===== src/rtl/bloom_pkg.sv =====
// rtl/bloom_pkg.sv - shared FSM states, op codes and rotate helper for the bloom filter
package bloom_pkg;

  typedef enum logic [1:0] {
    ST_IDLE  = 2'd0,
    ST_PROBE = 2'd1,
    ST_CLEAR = 2'd2,
    ST_RESP  = 2'd3
  } state_t;

  localparam logic [1:0] OP_QUERY  = 2'b00;
  localparam logic [1:0] OP_INSERT = 2'b01;
  localparam logic [1:0] OP_CLEAR  = 2'b10;

  localparam int ROT_STEP = 7;

  function automatic logic [63:0] rotl64(input logic [63:0] k, input int n);
    logic [127:0] d;
    d = {k, k} << (n % 64);
    return d[127:64];
  endfunction

endpackage


===== src/rtl/bloom_hash.sv =====
// rtl/bloom_hash.sv - combinational XOR-fold hashes of a 64-bit key, one per probe
module bloom_hash
  import bloom_pkg::*;
#(
  parameter int NUM_HASH   = 3,
  parameter int HASH_WIDTH = 10
) (
  input  logic [63:0]                     key,
  output logic [NUM_HASH*HASH_WIDTH-1:0]  idx
);

  localparam int SLICES = (64 + HASH_WIDTH - 1) / HASH_WIDTH;
  localparam int PAD_W  = SLICES * HASH_WIDTH;

  // Zero-extending to a whole number of slices pads the top slice with zeros.
  function automatic logic [HASH_WIDTH-1:0] fold(input logic [63:0] k);
    logic [PAD_W-1:0]      pad;
    logic [HASH_WIDTH-1:0] f;
    pad = PAD_W'(k);
    f   = '0;
    for (int s = 0; s < SLICES; s++) begin
      f = f ^ pad[s*HASH_WIDTH +: HASH_WIDTH];
    end
    return f;
  endfunction

  always_comb begin
    idx = '0;
    for (int h = 0; h < NUM_HASH; h++) begin
      idx[h*HASH_WIDTH +: HASH_WIDTH] = fold(rotl64(key, ROT_STEP*h + 1));
    end
  end

endmodule


===== src/rtl/bloom_filter_multi.sv =====
// rtl/bloom_filter_multi.sv - multi-hash bloom filter with query/insert/clear and held response
module bloom_filter_multi
  import bloom_pkg::*;
#(
  parameter int BIT_ARRAY_SIZE = 1024,
  parameter int NUM_HASH       = 3,
  parameter int CLEAR_W        = 32,
  parameter int TAG_W          = 16
) (
  input  logic             clk,
  input  logic             rst_n,
  input  logic             in_valid,
  output logic             in_ready,
  input  logic [1:0]       in_op,
  input  logic [31:0]      src_ip,
  input  logic [31:0]      dest_ip,
  input  logic [TAG_W-1:0] tag,
  output logic             out_valid,
  input  logic             out_ready,
  output logic             safe,
  output logic [63:0]      header,
  output logic [TAG_W-1:0] out_tag,
  output logic [1:0]       out_op,
  output logic             busy
);

  localparam int HASH_WIDTH = $clog2(BIT_ARRAY_SIZE);
  localparam int CLR_N      = BIT_ARRAY_SIZE / CLEAR_W;
  localparam int CLR_CW     = (CLR_N > 1) ? $clog2(CLR_N) : 1;
  localparam int PRB_CW     = (NUM_HASH > 1) ? $clog2(NUM_HASH) : 1;

  state_t state, state_nxt;

  logic [BIT_ARRAY_SIZE-1:0]              bits;
  logic [NUM_HASH*HASH_WIDTH-1:0]         hash_idx;
  logic [NUM_HASH-1:0][HASH_WIDTH-1:0]    idx_q;
  logic [PRB_CW-1:0]                      pcnt;
  logic [CLR_CW-1:0]                      ccnt;
  logic                                   match;
  logic [HASH_WIDTH-1:0]                  cur_idx;
  logic                                   probe_bit;
  logic                                   probe_last;
  logic                                   probe_stop;
  logic                                   clear_last;

  bloom_hash #(
    .NUM_HASH   (NUM_HASH),
    .HASH_WIDTH (HASH_WIDTH)
  ) u_hash (
    .key (header_in()),
    .idx (hash_idx)
  );

  function automatic logic [63:0] header_in();
    return {src_ip, dest_ip};
  endfunction

  // Only inserts run every probe; queries and the reserved op stop on the first clear bit.
  assign cur_idx    = idx_q[pcnt];
  assign probe_bit  = bits[cur_idx];
  assign probe_last = (pcnt == PRB_CW'(NUM_HASH - 1));
  assign probe_stop = probe_last || ((out_op != OP_INSERT) && !probe_bit);
  assign clear_last = (ccnt == CLR_CW'(CLR_N - 1));

  always_ff @(posedge clk) begin
    if (!rst_n) state <= ST_IDLE;
    else        state <= state_nxt;
  end

  always_comb begin
    state_nxt = state;
    case (state)
      ST_IDLE:  if (in_valid) state_nxt = (in_op == OP_CLEAR) ? ST_CLEAR : ST_PROBE;
      ST_PROBE: if (probe_stop) state_nxt = ST_RESP;
      ST_CLEAR: if (clear_last) state_nxt = ST_RESP;
      ST_RESP:  if (out_ready) state_nxt = ST_IDLE;
      default:  state_nxt = ST_IDLE;
    endcase
  end

  always_comb begin
    in_ready  = (state == ST_IDLE);
    out_valid = (state == ST_RESP);
    busy      = (state != ST_IDLE);
  end

  // Insert writes land before the next probe reads, so repeated indices see their own update.
  always_ff @(posedge clk) begin
    if (!rst_n) begin
      bits    <= '0;
      idx_q   <= '0;
      pcnt    <= '0;
      ccnt    <= '0;
      match   <= 1'b0;
      safe    <= 1'b0;
      header  <= '0;
      out_tag <= '0;
      out_op  <= OP_QUERY;
    end else begin
      case (state)
        ST_IDLE: begin
          if (in_valid) begin
            header  <= header_in();
            out_tag <= tag;
            out_op  <= in_op;
            idx_q   <= hash_idx;
            pcnt    <= '0;
            ccnt    <= '0;
            match   <= 1'b1;
          end
        end
        ST_PROBE: begin
          if (out_op == OP_INSERT) bits[cur_idx] <= 1'b1;
          match <= match & probe_bit;
          pcnt  <= pcnt + 1'b1;
          if (probe_stop) safe <= match & probe_bit;
        end
        ST_CLEAR: begin
          for (int w = 0; w < CLR_N; w++) begin
            if (ccnt == CLR_CW'(w)) bits[w*CLEAR_W +: CLEAR_W] <= '0;
          end
          ccnt <= ccnt + 1'b1;
          if (clear_last) safe <= 1'b0;
        end
        default: ;
      endcase
    end
  end

endmodule


===== config.mk =====
export PLATFORM = sky130hd
export DESIGN_NAME = bloom_filter_multi
export DESIGN_NICKNAME = d
export VERILOG_FILES = /design/src/rtl/bloom_pkg.sv /design/src/rtl/bloom_hash.sv /design/src/rtl/bloom_filter_multi.sv
export SDC_FILE = /design/constraint.sdc
export NUM_CORES = 2
export LEC_CHECK = 0
export ABC_AREA = 1
export ABC_CLOCK_PERIOD_IN_PS = 5460
export CAP_MARGIN = 20
export CORE_AREA = 3 3 358 324
export CTS_CLUSTER_DIAMETER = 50
export DETAILED_ROUTE_END_ITERATION = 7
export DIE_AREA = 0 0 361 327
export GPL_TIMING_DRIVEN = 0
export HOLD_SLACK_MARGIN = 0.12
export MAX_ROUTING_LAYER = met4
export PLACE_DENSITY = 0.64
export SYNTH_ARGS = -nofsm -noshare
export SYNTH_HDL_FRONTEND = slang
export SYNTH_SLANG_ARGS = --single-unit

===== constraint.sdc =====
create_clock -name clk -period 5.46 [get_ports clk]
set_clock_uncertainty 0.2 [all_clocks]
set_input_delay 1.638 -clock clk [delete_from_list [all_inputs] [get_ports clk]]
set_output_delay 1.638 -clock clk [all_outputs]
set_load 0.02 [all_outputs]

## After elaboration in Yosys (flattened, before gate mapping)

Cells that the tools add are included.

| cells by class | value |
|---|---|
| add/subtract/negate cells | 2 |
| order comparisons | 3 |
| equality and inequality tests | 74 |
| multiplexer cells | 55 |
| bitwise gates (word level) | 20 |
| reduce and logical (&&, ||, !) cells | 47 |

Operators by type and width:

| kind | count |
|---|---|
| $pmux 1024 s2 | 1 |
| $mux 1024 | 1 |
| $mux 32 | 32 |
| $or 1024x1024->1024 | 1 |
| $xor 10x10->10 | 15 |
| $reduce_and 3->1 | 33 |
| $eq 5x5->1 const B | 16 |
| $ne 2x2->1 const B | 35 |
| $eq 5x4->1 const B | 8 |
| $xor 10x4->10 | 3 |
| $bmux 10 s2 | 1 |
| $eq 5x3->1 const B | 4 |
| $mux 2 | 6 |
| $lt 10x11->1 const B | 1 |
| $bmux 1 s10 | 1 |
| $demux 1 s10 | 1 |
| $eq 5x2->1 const B | 2 |
| $ge 10x1->1 const B | 1 |
| $mux 10 | 1 |
| $pmux 5 s2 | 1 |
| $eq 2x2->1 const B | 4 |
| $pmux 2 s4 | 1 |
| $reduce_bool 2->1 | 4 |
| $reduce_and 2->1 | 3 |
| other kinds (17) | 25 |

| word-level totals | value |
|---|---|
| register bits | 1,147 |

## Longest topological paths before layout

| depth | value |
|---|---|
| depth in word-level cells | 9 |
| mapped depth | 27 |

## Cells and area by module

A second synthesis with hierarchy kept.

| unflattened totals | value |
|---|---|
| cells, all modules | 7,781 |
| area, all modules | 50,933.8 um2 |

By module, submodules not included:

| module | instances | cells each | area an instance (um2) | seq. area each (um2) |
|---|---|---|---|---|
| bloom_filter_multi | 1 | 7,475 | 49,411.1 | 22,962.0 |
| bloom_hash | 1 | 306 | 1,522.7 | 0.0 |

## Worst setup path before layout

No wires, ideal clock.

| timing path | value |
|---|---|
| path type | input -> register |
| from | input port dest_ip[19] |
| to | register idx_q[0] (netlist name) |
| arrival | 2.587 ns |
| required time | 5.132 ns |
| slack | 2.545 ns |
| stages | 7 |
| path buffers | 0 |
| cells stage by stage | xor2_1 xor2_1 xnor2_1 or2_2 nor2_1 a221oi_1 nor2_1 |

| between the ends | value |
|---|---|
| word-level cells in the longest chain between the ends | 5 |

RTL lines:

| item | RTL line | text |
|---|---|---|
| start, declared | bloom_filter_multi.sv:16 | `input logic [31:0] dest_ip,` |
| $xor 10x10->10 (4 in a row) | bloom_hash.sv:22 | `f = f ^ pad[s*HASH_WIDTH +: HASH_WIDTH];` |
| $xor 10x4->10 | bloom_hash.sv:22 |  |
| end signal, assigned | bloom_filter_multi.sv:106 | `idx_q <= hash_idx;` |
| end, declared | bloom_filter_multi.sv:36 | `logic [NUM_HASH-1:0][HASH_WIDTH-1:0] idx_q;` |

Every way passes these cells.
A chain may end at the register's enable or synchronous reset.

## Worst setup path in the final report

| timing path | value |
|---|---|
| from | register pcnt[1] |
| to | register bits[694] |

| between the ends | value |
|---|---|
| word-level cells in the longest chain between the ends | 9 |
| elaborated cells between the ends (all ways) | 10 |
| classes of those cells | order compare: 2; mux: 6; bitwise: 1; reduce/logical: 1 |

RTL lines:

| item | RTL line | text |
|---|---|---|
| start, declared | bloom_filter_multi.sv:37 | `logic [PRB_CW-1:0] pcnt;` |
| start signal, assigned | bloom_filter_multi.sv:115 | `pcnt <= pcnt + 1'b1;` |
| $bmux 10 s2 * | bloom_filter_multi.sv:59 | `assign cur_idx = idx_q[pcnt];` |
| $mux 10 (not written as such) * | bloom_filter_multi.sv:59 |  |
| $lt 10x11->1 (not written as such) or $ge 10x1->1 (tied branches) | bloom_filter_multi.sv:113 | `if (out_op == OP_INSERT) bits[cur_idx] <= 1'b1;` |
| $logic_and 1x1->1 (not written as such) | bloom_filter_multi.sv:113 |  |
| $mux 1 (not written as such) | bloom_filter_multi.sv:113 |  |
| $demux 1 s10 * | bloom_filter_multi.sv:113 |  |
| $or 1024x1024->1024 (no line) * | n/a |  |
| $mux 1024 * | bloom_filter_multi.sv:113 |  |
| $pmux 1024 s2 * | bloom_filter_multi.sv:100 | `case (state)` |
| end signal, assigned | bloom_filter_multi.sv:90 | `bits <= '0;` |
| end signal, assigned by index | bloom_filter_multi.sv:113 |  |
| end signal, assigned by index | bloom_filter_multi.sv:120 | `if (ccnt == CLR_CW'(w)) bits[w*CLEAR_W +: CLEAR_W] <= '0;` |
| end, declared | bloom_filter_multi.sv:34 | `logic [BIT_ARRAY_SIZE-1:0] bits;` |

Mark *: on every way between the ends. The rest lies on a longest branch, timed or not. The select of a mux whose other input is x is not followed.

==> impl_metrics.ini <==
[die]
die_y_um = 327
die-area_sq_um = 118000
io-pin-count = 172
core_area_sq_um = 113000
die_w_um = 361
rows = 117
start_util_pct = 44.7

[global_routing]
grt_pass1_wl_um = 400000
track_usage_pct = 50.2
grt_overflow = 0
grt_max_degree = 17
antenna_found_initial = 30
grt_pass1_vias = 49400

[cells_and_area]
final_area_sq_um = 60600
num-nets-final = 8092
utilization_pct = 53.7
synthToLayoutAreaGrowth_pct = 20.0
layout-drive-gt1-share_pct = 6.48
instances_no_fill = 9622

[sta]
max_freq_mhz = 170
whs_ns = 0.247
min_period_ns = 5.89
hold_violations = 0
fin_setup_tns_ns = -26.57
maxSlewHeadroom_pct = 8.17
rsz0062_at_grt = yes
period_share_pct = 108
maxSlewViolCount = 0
fin_ws_ns = -0.429
setup_viol = 153
worst_pin_slew_ns = 1.38

[place]
hpwl_um = 211000
place.gp.congestion = 1.08
dp.cells = 9328
pre_cts_slack_ns = 0.0772
place_area_sq_um = 55500
numPortBuffers = 170

[clock_network]
htreeDepth = 4
clockRootBuffer = clkbuf_16
worst_skew_pair.late_latency_ns = 0.83
clock_sinks = 1147
ctsLongestPathBuffers = 3
clk_pin_slew_ns = 0.06
cts_buffers = 147
cts_tree = yes

[power_and_ir_drop]
p_total_mw = 32.5
p_per_area_nw_per_um2 = 537
leakage_nw = 23.8
ir_drop_uv = 403

[detailed_routing]
wl_per_cell_um = 31.0
drc = 0
via_count = 57000
viasPerCell = 5.92
drt_first_iter_violations = 9948
drtPass1Iterations = 8
routed_wl_um = 298000
ant_nets = 0

[synthesis]
yosys_warnings = 0
syn_nets = 7684
yosysSeqAreaShare_pct = 45.5
avgSynthCellArea_sq_um = 6.65
synth-simple-area-share_pct = 26.7
synth.cell_area_sq_um = 50500
synth_xor_area_share_pct = 1.77
synth_seq_cells = 1147
synth_compound_area_share_pct = 16.3
ys_types = 35
muxShareOfSynthArea_pct = 0
synth_top_family_by_area = simple AND/OR/NAND/NOR gates
syn_inst = 7587
synthAdderAreaFrac_pct = 0.273

[outcome]
violations = setup timing
status = complete, but fails checks

[critical_path]
required_ns = 5.98
worst_setup_path_start_kind = flop
path_max_fanout = 10
critical_path_arrival_ns = 6.41
critPathKind = flop to flop
setup.worst_path.end_class = flop

[job]
drv_cap = 0

[min_path]
min_path_type = flop to flop
-- Yosys cell counts, drive strengths merged --
library cell     n  share of area, %
nand2         2489                19
dfxtp         1147                45
a21oi         1072                11
nor2           749               5.6
inv            658               4.9
o21ai          523               5.2
clkbuf         450               3.3
nand3          196               1.9
buf            104               1.2
xor2            52              0.90
xnor2           50              0.87
nor3            43              0.49
o211ai          14              0.21
ha              11              0.27
or2             11              0.14
a221oi           5             0.087
a32oi            3             0.052
nand4            2             0.025
o21a             2             0.030
o221ai           2             0.035
a211oi           1             0.015
clkinv           1            0.0074
o21bai           1             0.015
o22ai            1             0.012
-- report_power, final --
part / leakage, nW / switching [mW] / internal [mW]
clock: 2.39 / 4.11 / 6.00
sequential: 9.26 / 0.150 / 8.63
combinational: 12.2 / 11.5 / 2.13
-- final timing paths --
path         startpoint        end  slack, ns  depth (start not counted)
max             pcnt[1]  bits[694]      -0.43                         13
min           bits[711]  bits[711]       0.25                          2
max reg2reg     pcnt[1]  bits[694]      -0.43                         13
min reg2reg   bits[711]  bits[711]       0.25                          2
-- final cells by class --
type	count	area (sq um)
clock buffers	202	4160
flip-flops and latches	1147	23000
inverters	659	2470
clock inverters	55	756
multi-input cells	5227	22700
well taps	1487	1860
plain buffers	554	2400
diodes	32	80.1
repair buffers	259	3140
fillers	11500	52300
-- cells by family after synthesis --
kind of cell	Yosys count
AO/OA/AOI/OAI	1624
XOR/XNOR	102
adder cells (fa/ha/maj)	11
buffers and inverters	1213
flip-flops	1147
AND/OR/NAND/NOR	3490
-- sequential cells by signal (all words and copies together) (netlist names) --
name     count
header      64
state        2
match        1
out_tag     16
out_op       2
bits      1024
idx_q       30
safe         1
ccnt         5
pcnt         2
-- layout by cell type, fill, tap and decap left out, types with 21 or more instances in the layout --
cell and count:
clkbuf_8 21, inv_1 647, nor2_1 744, clkbuf_2 77, buf_6 23, nand3_1 196, nor3_1 36, clkbuf_1 403
o21ai_0 375, buf_2 73, o21ai_1 144, xor2_1 52, clkdlybuf4s50_1 170, clkbuf_16 150, buf_8 61, a21oi_1 1072
diode_2 32, xnor2_1 50, dfxtp_1 1147, nand2_1 2487
-- critical path: stages, from the launching register on --
cell and delay [ns]:
dfxtp_1 0.55, inv_2 0.20, nor2_4 0.18, inv_2 0.11
o21ai_2 0.39, inv_2 0.09, nor3_2 0.76, buf_6 0.24
clkbuf_2 0.67, inv_1 0.23, nor2_1 1.03, clkbuf_2 0.81
nand2_1 0.11, a21oi_1 0.17
-- timing repair --
action | in CTS | in global routing
hold buffers | 0 | 0
endpoints found under the hold margin | 0 | 0
gates resized for setup | 0 | 2
buffers inserted | 0 | 0
endpoints found under the setup margin | 0 | 52
-- per-layer routing --
layer / track usage (%) / vias up / part of all wire, %
met5: - / - / 0
met4: 32.1 / 0 / 7.8
met3: 20.3 / 1064 / 17
met2: 63.7 / 4530 / 37
met1: 65.0 / 26800 / 38
li1: - / 24600 / -
Note: power is estimated with default switching activity, not from simulation.
